[src/rtl/decode_queue.sv]
// ---------------------------------------------------------------------------
// decoder
//   Combinational instruction decoder that decode_queue instantiates once.
//   Field layout of a 32-bit instruction word:
//     [7:0]   opcode
//     [11:8]  rde   destination register
//     [15:12] rs1   source register 1
//     [19:16] rs2   source register 2
//     [23:20] func  function field
//     [31:8]  imm   immediate (overlaps the register fields)
//   The format code is taken from opcode[6:4].
// Ports: instr in; opcode, rde, rs1, rs2, func, imm, itype out.
// ---------------------------------------------------------------------------
module decoder (
  input  logic [31:0] instr,
  output logic [7:0]  opcode,
  output logic [3:0]  rde,
  output logic [3:0]  rs1,
  output logic [3:0]  rs2,
  output logic [3:0]  func,
  output logic [23:0] imm,
  output logic [2:0]  itype
);
  assign opcode = instr[7:0];
  assign rde    = instr[11:8];
  assign rs1    = instr[15:12];
  assign rs2    = instr[19:16];
  assign func   = instr[23:20];
  assign imm    = instr[31:8];
  assign itype  = instr[6:4];
endmodule

// ---------------------------------------------------------------------------
// decode_queue
//   Buffered decode stage between fetch and issue. Each accepted word is
//   decoded at push time and stored with its PC in a DEPTH-entry circular
//   queue; the head entry is presented to issue from registers only.
// Ports:
//   clk, rst (sync, active-high), flush (drop all entries)
//   in_valid/in_ready/in_instr/in_pc      : fetch-side handshake
//   out_valid/out_ready/out_*             : issue-side handshake, head fields
//   count                                 : occupancy 0..DEPTH
// ---------------------------------------------------------------------------
module decode_queue #(
  parameter int DEPTH = 4,
  parameter int PC_W  = 32,
  parameter int CNT_W = $clog2(DEPTH) + 1
) (
  input  logic             clk,
  input  logic             rst,
  input  logic             flush,
  input  logic             in_valid,
  output logic             in_ready,
  input  logic [31:0]      in_instr,
  input  logic [PC_W-1:0]  in_pc,
  output logic             out_valid,
  input  logic             out_ready,
  output logic [7:0]       out_opcode,
  output logic [3:0]       out_rde,
  output logic [3:0]       out_rs1,
  output logic [3:0]       out_rs2,
  output logic [3:0]       out_func,
  output logic [23:0]      out_imm,
  output logic [2:0]       out_type,
  output logic [PC_W-1:0]  out_pc,
  output logic [CNT_W-1:0] count
);
  localparam int PTR_W = $clog2(DEPTH);

  typedef struct packed {
    logic [7:0]      opcode;
    logic [3:0]      rde;
    logic [3:0]      rs1;
    logic [3:0]      rs2;
    logic [3:0]      func;
    logic [23:0]     imm;
    logic [2:0]      itype;
    logic [PC_W-1:0] pc;
  } entry_t;

  entry_t           mem_q [DEPTH];
  entry_t           new_entry;
  entry_t           head;
  logic [PTR_W-1:0] wr_ptr_q, wr_ptr_d;
  logic [PTR_W-1:0] rd_ptr_q, rd_ptr_d;
  logic [CNT_W-1:0] count_q, count_d;
  logic             push, pop;

  decoder u_decoder (
    .instr  (in_instr),
    .opcode (new_entry.opcode),
    .rde    (new_entry.rde),
    .rs1    (new_entry.rs1),
    .rs2    (new_entry.rs2),
    .func   (new_entry.func),
    .imm    (new_entry.imm),
    .itype  (new_entry.itype)
  );
  assign new_entry.pc = in_pc;

  // Handshake flags depend on registered count only, so no in_* -> out_* path.
  assign in_ready  = (count_q != CNT_W'(DEPTH));
  assign out_valid = (count_q != '0);
  assign push      = in_valid && in_ready && !flush;
  assign pop       = out_valid && out_ready && !flush;

  always_comb begin
    // NOTE: every signal gets a default first so no latch is inferred.
    wr_ptr_d = wr_ptr_q;
    rd_ptr_d = rd_ptr_q;
    count_d  = count_q;
    if (flush) begin
      wr_ptr_d = '0;
      rd_ptr_d = '0;
      count_d  = '0;
    end else begin
      // Pointers are log2(DEPTH) bits, so the increment wraps modulo DEPTH.
      if (push) wr_ptr_d = wr_ptr_q + PTR_W'(1);
      if (pop)  rd_ptr_d = rd_ptr_q + PTR_W'(1);
      unique case ({push, pop})
        2'b10:   count_d = count_q + CNT_W'(1);
        2'b01:   count_d = count_q - CNT_W'(1);
        default: count_d = count_q;
      endcase
    end
  end

  // NOTE: sequential state uses non-blocking assignments only.
  always_ff @(posedge clk) begin
    if (rst) begin
      wr_ptr_q <= '0;
      rd_ptr_q <= '0;
      count_q  <= '0;
    end else begin
      wr_ptr_q <= wr_ptr_d;
      rd_ptr_q <= rd_ptr_d;
      count_q  <= count_d;
    end
  end

  // NOTE: entry storage is deliberately not reset; out_valid qualifies it.
  always_ff @(posedge clk) begin
    if (!rst && push) mem_q[wr_ptr_q] <= new_entry;
  end

  assign head       = mem_q[rd_ptr_q];
  assign out_opcode = head.opcode;
  assign out_rde    = head.rde;
  assign out_rs1    = head.rs1;
  assign out_rs2    = head.rs2;
  assign out_func   = head.func;
  assign out_imm    = head.imm;
  assign out_type   = head.itype;
  assign out_pc     = head.pc;
  assign count      = count_q;

endmodule

[config.mk]
export PLATFORM = sky130hd
export DESIGN_NAME = decode_queue
export DESIGN_NICKNAME = d
export VERILOG_FILES = /design/src/rtl/decode_queue.sv
export SDC_FILE = /design/constraint.sdc
export NUM_CORES = 1
export LEC_CHECK = 0
export CORE_MARGIN = 10
export CORE_UTILIZATION = 57
export DETAILED_ROUTE_END_ITERATION = 10
export PLACE_DENSITY = 0.85
export SYNTH_ARGS = -nofsm -noshare
export SYNTH_HDL_FRONTEND = slang
export SYNTH_SLANG_ARGS = --single-unit
[constraint.sdc]
create_clock -name clk -period 5.6 [get_ports clk]
set_clock_uncertainty 0.1 [all_clocks]
set_input_delay 0.84 -clock clk [delete_from_list [all_inputs] [get_ports clk]]
set_output_delay 0.84 -clock clk [all_outputs]
set_load 0.03 [all_outputs]
# Word level (Yosys, flattened, before mapping)
# Memories as Yosys holds them, arrays and structs flattened. A register that Yosys moved wholly into a read port is not among the register bits.
# Cells that the tools add are included.
# word_totals
elab_cells	26
inputBits	69
out_inout_bits	88
latch_bits	0
ramBits	332
ff_bits	7
memories	1
romBits	0
# op_classes
addsub	4
eq_ne	3
n_lt_le_gt_ge	0
muxes	5
bitwise	0
shifts	0
reduce_logical	10
n_div	0
n_mul	0
# mem_list
memory	words	word_bits	rd	rd_clocked_by_memory_dff	wr	line	rtl
mem_q	4	83	1	1	1	81	entry_t mem_q [DEPTH];
# op_table
operator	count
$pmux W3 S2	1
$logic_and A1 B1 Y1	5
$add A2 B1 Y2 const B	2
$mux W2	2
$add A3 B1 Y3 const B	1
$ne A3 B3 Y1 const B	1
$reduce_bool A3 Y1	1
$sub A3 B1 Y3 const B	1
$eq A2 B1 Y1 const B	1
$eq A2 B2 Y1 const B	1
$logic_not A1 Y1	2
$mux W1	2
$reduce_bool A2 Y1	1
$reduce_or A2 Y1	1

# Logic depth before layout (Yosys ltp)
# depth
depth_word	6
ltp_mapped	8
ltp_nobuf	8

# Hierarchy
# From an unflattened synthesis, not the netlist that was laid out.
# hier_totals
cells_unflattened	540
area_unflattened_um2	12854.8
# modules_own_cells
mod	area_each_um2	seq_area_each_um2	n_inst	cells_each
decode_queue	12472.0	10149.7	1	489
decoder	382.9	0.0	1	51

# Least setup slack after synthesis
# No wires, ideal clock.
# synth_path
path_type	input to register
start	input port flush
end	memory mem_q[0][0] in the netlist's numbering (enable)
n_path_buf	0
t_arrival_ns	2.712
t_required_ns	5.071
cell_stages	3
setup_time_ns	0.429
setup_slack_ns	2.360
cell_sequence	nor2_1 -> and3_4 -> and2_1
# synth_between
elab_chain_len	5
# synth_lines
element	line	rtl
from (decl)	51	input logic flush,
$logic_not A1 Y1	104	assign push = in_valid && in_ready && !flush;
$logic_and A1 B1 Y1	104	
$logic_and A1 B1 Y1	143	if (!rst && push) mem_q[wr_ptr_q] <= new_entry;
$mux W1	143	
$mux W1 (not written as such)	143	
to (decl)	81	
# Every way passes these cells.

==> reports/metrics.yaml <==
crit_arrival_ns: 3.20
crit_chain: "buf_4, mux4_2, clkdlybuf4s50_1"
p_per_area_mw_per_mm2: 321
h-tree-depth: 1
vias_per_cell: 5.60
drtPass1Iterations: 4
worstPathRequired_ns: 4.66
post-cts-setup-buffers: 0
power_leakage_nw: 3.83
rsz0062_at_grt: "false"
placed_area_sq_mm: 0.0115
syn_inst: 410
layout-drive-gt1-share_pct: 18.5
initialDrtViolationCount: 254
routedWlPerCell_um: 23.0
yosys_warnings: 0
fin_crit_sh_pct: 73.9
ys.flop_type: "edfxtp_1"
holdPathStages: 2
die_x_um: 152
clock_path_buffers: 3
clk_pin_slew_ns: 0.06
die_h_um: 152
synth_area_leaders: "edfxtp_1, mux4_2, dfxtp_1"
path_class: "reg2out"
core_area_sq_mm: 0.0172
place.port_buffers: 156
wirelength_um: 18500
cp-endpoint: "out_opcode[4]"
yosysSeqAreaShare_pct: 79.0
syn_to_final_growth_pct: 23.3
place.gp.congestion: 0.720
grt_pass1_wl_um: 28900
reg2reg_depth: 8
top_layer: "met4"
tightest_slew_ns: 1.04
grt_pass1_vias: 4932
synth_area_sq_mm: 0.00996
yosysMostFrequentCell: "edfxtp_1"
cp_max_fo: 51
num_antenna_cells: 0
status: "finished, final reports clean"
dp_slack_ns: 1.89
clk_latency_ns: 0.51
route.met2.wl_um: 9760
grt_max_degree: 65
final_nets: 636
row_count: 48
place_inst: 758
antenna_found_initial: 0
fmax_mhz: 242
hp-class: "reg2reg"
dieArea_sq_mm: 0.0232
cts-hold-fix-buffers: 0
clock-root-buffer: "clkbuf_16"
stdcell_count: 804
io_pins: 157
synth_edf_count: 256
fin_setup_tns_ns: 0
ys_ff_latch: 265
yosysTopAreaCellShare_pct: 77.2
hold_ws_ns: 0.411
cts_made_buffers: 26
clock_sinks: 265
wl_met3_um: 1130
drc: 0
ir_drop_mv: 0.269
hpwl_um: 11300
async_flop_share_pct: 0
finalHoldViolations: 0
cap_violations: 0
netlist-cell-type-count: 30
rrSetupSlack_ns: 3.17
final_area_sq_mm: 0.0123
tritoncts: "yes"
critPathSlowestCell: "dfxtp_4"
start_kind: "flip-flop"
drv_slew: 0
overflow: 0
cpPeakStageDelay_ns: 1.05
wirelength_met1_um: 7320
synth_fp_nets: 485
netlist_top_cells_count: "edfxtp_1, mux4_2, buf_4, dfxtp_1, nor2_1"
min_period_ns: 4.14
syn_avg_cell_area_sq_um: 24.3
r2r_end: "count[2]"
setup_slack_ns: 1.46
ant_nets: 0
worst_setup_path_end_kind: "output pin"
synth_top_area_cell: "edfxtp_1"
cts.repair.resized: 0
relSlewSlack_pct: 30.5
worstReg2RegStart: "count[2]"
initial_core_util_pct: 57.8
grt_use_total_pct: 15.6
vias: 4506
setup_viol: 0
## per-layer routing
metal	vias up	GRT usage [%]
met5	-	0
met3	27	4.15
met2	147	26.7
li1	2003	-
met4	0	3.94
met1	2329	19.4
## report_power, final
group	leakage (nW)	switching, mW	total (mW)	internal (mW)
sequential	2.39	0.00676	2.20	2.19
combinational	1.07	0.0970	0.191	0.0937
clock	0.373	0.677	1.56	0.879
## cells by family (layout without fill, tap and decap cells)
kind of cell	Yosys count	after routing	synth area share, %
multiplexers	66	66	14.8
XOR/XNOR	2	2	0.176
AND/OR/NAND/NOR	23	23	1.48
flip-flops	265	265	79.0
adder cells (fa/ha/maj)	6	6	0.829
buffers and inverters	40	209	3.37
AO/OA/AOI/OAI	8	8	0.402
## registers in the layout, indices dropped and copies added, names as in the netlist, named ones only
signal    count
mem_q       256
count         3
rd_ptr_q      2
wr_ptr_q      2
## critical path, delay by kind of cell, from the launching register on
kind / cells / cell delay, ns
mux: 1 / 0.57
buf+inv: 2 / 1.04
flops: 1 / 1.05
## cell usage in the layout (no fill, tap or decap), drive strengths merged, types with 2 or more instances in the layout
cell type        n
mux4            64
inv              7
a21oi            5
xor2             2
nand2            2
o21ai            3
clkinv          11
clkdlybuf4s50  156
dfxtp            9
ha               5
nor2             7
nand3b           2
or3              3
and2             4
edfxtp         256
clkbuf          33
## stage by stage
| stage | util (%) | power [mW] |
|---|---|---|
| after global placement | 66.8 | 2.42 |
| after CTS | 71.2 | 3.98 |
| after global routing | 71.2 | 4.08 |
| after floorplan | - | 2.32 |
| final | 71.2 | 3.95 |
| after detailed placement | 66.8 | 2.43 |
## worst min-delay path by stage
stage | to | slack, ns | startpoint
floorplan | flip-flop | 0.36 | rd_ptr_q[1]
global placement | flip-flop | 0.36 | rd_ptr_q[1]
detailed placement | flip-flop | 0.40 | rd_ptr_q[1]
CTS | flip-flop | 0.41 | rd_ptr_q[1]
global route | flip-flop | 0.43 | rd_ptr_q[1]
finish | wr_ptr_q[1] | 0.41 | wr_ptr_q[1]
## layout make-up
cell class / instances / area (sq um)
clock buffer: 33 / 698
clock inverter: 13 / 65.1
fill: 987 / 4960
inverter: 6 / 22.5
multi-input combinational: 105 / 1770
sequential: 265 / 7880
tap: 225 / 282
timing repair buffer: 157 / 1570
Power figures use the tool's default switching activity.
==> edit 1, RTL diff (same settings) <==
`PC_W`: 32 -> 24.
--- a/src/rtl/decode_queue.sv
+++ b/src/rtl/decode_queue.sv
@@ -45,3 +45,3 @@
   parameter int DEPTH = 4,
-  parameter int PC_W  = 32,
+  parameter int PC_W  = 24,
   parameter int CNT_W = $clog2(DEPTH) + 1
Ports: changed (resized in_pc and out_pc); port bits go from 157 to 141. No check against the original RTL was run, so the function may have changed too.
==> edit 1 against the unedited design <==
  * Synthesized area shrank 12%
  * Highest routed layer unchanged
  * Power shrank 11%
  * Final area shrank 11%
  * Clock power shrank 9.6%
  * Setup slack gained 270 ps
  * Count of clock-buffer cells in the layout shrank 8
  * Global-route usage grew 0.38 points
  * Fmax grew 6.9%
  * Sequential power shrank 12%
  * Sequential cell count shrank 32
  * Wire length shrank 12%
  * Register-to-register slack is essentially flat
  * Sequential share of layout area shrank 0.95 points
==> edit 1: results (changes against the unedited design) <==
[status]
outcome=finished, final reports clean

[routing]
wl_per_cell_um=22.8  ; -1.1%
vias=4091  ; -9.2%
top_layer=met4
dr.first_iter.drc_count=293  ; +15%
dr_wl_met3_mm=1.22  ; +7.9%
dr_wl_met2_mm=8.47  ; -13%
first_pass_iters=4  ; unchanged
wl_met1_mm=6.25  ; -15%

[cts]
clk_path_buf_depth=3  ; unchanged
cts.repair.resized=0  ; unchanged
clkTransAtPathRegs_ps=60  ; about the same
cts_setup_buffers=0  ; unchanged
htreeDepth=1  ; unchanged
cts_inserted_buffers=23  ; -12%
cts_root_buf=clkbuf_16
clk_latency_ps=490  ; -20 ps

[hold_path]
hold_class=reg2reg
hp-start=rd_ptr_q[1]

[yosys]
synth-seq-area-share_pct=78.8  ; -0.20 points
synth_common_cells=edfxtp_1 (224), mux4_2 (56), buf_4 (20)
synthTopCellsByArea=edfxtp_1 (77%), mux4_2 (14%), dfxtp_1 (2.1%)
synth_ff_type=edfxtp_1
avgSynthCellArea_um2=23.9  ; -1.7%
ys_warn_count=0  ; unchanged
async_reset_ff_share_pct=0  ; unchanged
synth-edff-count=224  ; -13%
yosysUniqueCellTypes=25  ; -17%
syn-num-nets=434  ; -11%

[critical_path]
cpMaxStageDelayCell=dfxtp_2
criticalPathCategory=reg2out
cp_top_family=buffers and inverters
r2r-start=count[2]
slowest_delay_ps=930  ; -120 ps
crit_path_max_fanout=33  ; -35%
critPathArrivalTime_ps=2930  ; -270 ps

[power]
ir_drop_mv=0.266  ; -1.3%
power.leakage_uw=0.00345  ; -10%

[final_layout]
largest_register_ffs=224  ; -13%
nets=578  ; -9.1%
drive_gt1_share_pct=21.0  ; +2.5 points
fillCellCount=871  ; -12%
instances_no_fill=716  ; -11%
insertedDiodeCount=0  ; unchanged
regMostFlops=mem_q

[placement]
finalWeightedCongestion=0.732  ; +1.6%
place_area_um2=10200  ; -11%
place_ws_ps=2210  ; +320 ps
dp_hpwl_mm=10.5  ; -7.1%
dp.cells=674  ; -11%
portBuffers=140  ; -10%

[global_route]
grt_pass1_wl_mm=25.4  ; -12%
use_met1_pct=19.4  ; -0.067 points
grt_max_degree=36  ; -45%
gr-usage-met3_pct=3.90  ; -0.25 points
track_usage_pct=16.0  ; +0.38 points
grt_remaining_overflow=0  ; unchanged
met2_usage_pct=27.4  ; +0.77 points
grt_pass1_vias=4459  ; -9.6%

[timing]
tightestPinTransition_ps=914  ; -128 ps

==> edit 1: cell count changes after synthesis, moves of 2 or more <==
cell,change
edfxtp_1,-32
and2_1,-3
mux4_1,-2
nor2_1,-2
nor3b_1,+4
mux4_2,-6
buf_12,-2
nand2_1,+2
==> edit 1: worst paths after layout <==
check / to / slack, ps / cells after the start
max: out_pc[1] / 1730 / 3
min reg2reg: flip-flop / 420 / 2
min: flip-flop / 420 / 2
max reg2reg: count[2] / 3170 / 8
==> edit 1: metrics by stage <==
stage | hold slack [ps] | setup TNS, ps | utilization (%)
2_1_floorplan | 359 | -73700 | -
3_3_place_gp | 364 | 0 | 67.6
3_5_place_dp | 384 | 0 | 67.6
4_1_cts | 415 | 0 | 72.2
5_1_grt | 453 | 0 | 72.2
6_report | 416 | 0 | 72.2
==> edit 1: area by class of cell <==
| type | instances | area, um2 | area share [%] |
|---|---|---|---|
| Sequential cell | 233 | 6910 | 63.2 |
| Multi-Input combinational cell | 96 | 1580 | 14.5 |
| Timing Repair Buffer | 151 | 1480 | 13.6 |
| Clock buffer | 25 | 583 | 5.33 |
| Tap cell | 188 | 235 | 2.15 |
| Clock inverter | 17 | 118 | 1.08 |
| Inverter | 6 | 22.5 | 0.206 |
==> edit 1: cell families (layout without fill, tap and decap cells) <==
kind of cell / count (synthesis) / in the layout / share of synthesized area [%]
AO/OA/AOI/OAI: 8 / 8 / 0.457
AND/OR/NAND/NOR: 22 / 22 / 1.61
multiplexers: 58 / 58 / 14.6
flip-flops: 233 / 233 / 78.8
adder cells (fa/ha/maj): 6 / 6 / 0.942
buffers and inverters: 38 / 199 / 3.38
XOR/XNOR: 2 / 2 / 0.200
==> edit 1: report_power, final <==
group          switching (uW)  total [uW]  internal [uW]
clock                     611        1410            802
sequential               5.36        1930           1930
combinational            87.6         171           83.4
==> edit 2, RTL diff (config.mk and constraints unchanged) <==
Without the edit above. Make the reset (`rst`) asynchronous in one clocked block.
--- a/src/rtl/decode_queue.sv
+++ b/src/rtl/decode_queue.sv
@@ -128,3 +128,3 @@
   // NOTE: sequential state uses non-blocking assignments only.
-  always_ff @(posedge clk) begin
+  always_ff @(posedge clk or posedge rst) begin
     if (rst) begin
Behaviour: differs if rst is asserted again (counterexample within 4 cycles, from zero or initial values and one cycle with rst high); with rst held inactive, the same outputs for 4 cycles.
==> edit 2 against the unedited design <==
  * Utilization rose by 0.66 points
  * Sequential share of layout area fell by 0.41 points
  * Count of clock-buffer cells in the layout fell by 1
  * Synthesized area fell by 0.57%
  * Wire length rose by 7.6%
  * Sequential cell count fell by 2
  * Final area rose by 0.58%
  * Setup slack got worse by 18 ps
  * Critical endpoint is now out_imm[11]
Power is not compared: it rests on default switching activity, and its combinational part moved more than twofold at a synthesized area within 25%.
==> edit 2: results (changes against the unedited design) <==
[timing]
hold_ws_ps=491  ; +79.7 ps
max_slew_margin_pct=33.5  ; +2.9 points

[placement]
place_area_um2=11500  ; +0.12%
finalWeightedCongestion=0.766  ; +6.3%
dp_hpwl_mm=12.1  ; +7.2%

[global_route]
grt_max_degree=66  ; +1.5%
grt_pass1_wl_mm=31.6  ; +9.5%
grt_antenna_before_repair=2  ; +2
track_usage_pct=17.3  ; +1.7 points
grt_pass1_vias=5165  ; +4.7%

[yosys]
yosysUniqueCellTypes=31  ; +3.3%
syn-num-nets=490  ; +1.0%
synth-seq-area-share_pct=79.4  ; +0.40 points
async_reset_ff_share_pct=2.66  ; +2.7 points
synth_common_cells=edfxtp_1 (256), mux4_2 (64), buf_4 (20)

[critical_path]
rr_endpoint=mem_q[0][79]
critPathArrivalTime_ps=3220  ; +20 ps
crit_path_max_fanout=48  ; -5.9%
r2r-start=count[0]
worst_r2r_path_depth=4  ; -4

[final_layout]
num-nonclk-inverters=3  ; -3
nMultiInputCombCells=114  ; +8.6%
ff_latch_area_um2=7870  ; about the same
nets=640  ; +0.63%
insertedDiodeCount=2  ; +2
final-nonclk-buf-share_pct=12.8  ; -0.013 points
drive_gt1_share_pct=18.8  ; +0.36 points
clkbuf_count=32  ; -3.0%

[routing]
dr_wl_met2_mm=10.5  ; +7.6%
dr_wl_met3_mm=1.61  ; +43%
vias=4675  ; +3.8%
dr.first_iter.drc_count=309  ; +22%
first_pass_iters=5  ; +1

[hold_path]
hp-start=wr_ptr_q[1]

[floorplan]
die_w_um=152  ; -0.25%

[status]
outcome=finished, final reports clean

## edit 2: cell count changes after synthesis, moves of 3 or more
cell     change
nand3_1      +5
buf_6        +3
nand2_1      +3
buf_2        +4
inv_1        -3
a21oi_1      -3
dfrtp_1      +7
dfxtp_1      -9
buf_12       -6
## edit 2: kinds of logic (layout without fill, tap and decap cells)
group                    Yosys count  after routing  share of synthesized area, %
buffers and inverters             39            207                          2.67
XOR/XNOR                           4              4                         0.354
AND/OR/NAND/NOR                   31             31                          1.66
flip-flops                       263            263                          79.4
other                              0              2                             0
multiplexers                      65             65                          14.7
AO/OA/AOI/OAI                      9              9                         0.569
adder cells (fa/ha/maj)            5              5                         0.707
## edit 2: critical path, cell delays in order (launching register included)
cell and delay [ps]:
dfrtp_4 1070, buf_4 400, mux4_2 570, clkdlybuf4s50_1 630
## edit 2: through the flow
step	utilization (%)	cells	worst slack, ps
floorplan	-	416	2160
global placement	67.1	763	1980
detailed placement	67.1	763	1910
CTS	71.9	809	1350
global route	71.9	810	1240
finish	71.9	811	1440
## edit 2: metal layers
layer | vias up | GRT usage [%]
met4 | 0 | 4.81
met5 | - | 0
met3 | 27 | 4.29
met1 | 2410 | 21.5
li1 | 2021 | -
met2 | 217 | 29.5
## edit 2: how the worst max path moves through the flow
stage                        to   startpoint  slack, ps  cells after the start
finish              out_imm[11]  rd_ptr_q[0]       1440                      3
detailed placement  out_imm[14]  rd_ptr_q[0]       1910                      3
global placement    out_imm[11]  rd_ptr_q[0]       1980                      3
floorplan           mem_q[0][0]     count[0]       2160                      4
global route        out_func[2]  rd_ptr_q[0]       1240                      3
CTS                 out_imm[14]  rd_ptr_q[0]       1350                      3
## edit 2: power breakdown
part,switching [uW],total (uW),internal [uW]
Clock,688,1640,950
Sequential,56.2,2260,2200
Combinational,320,618,298
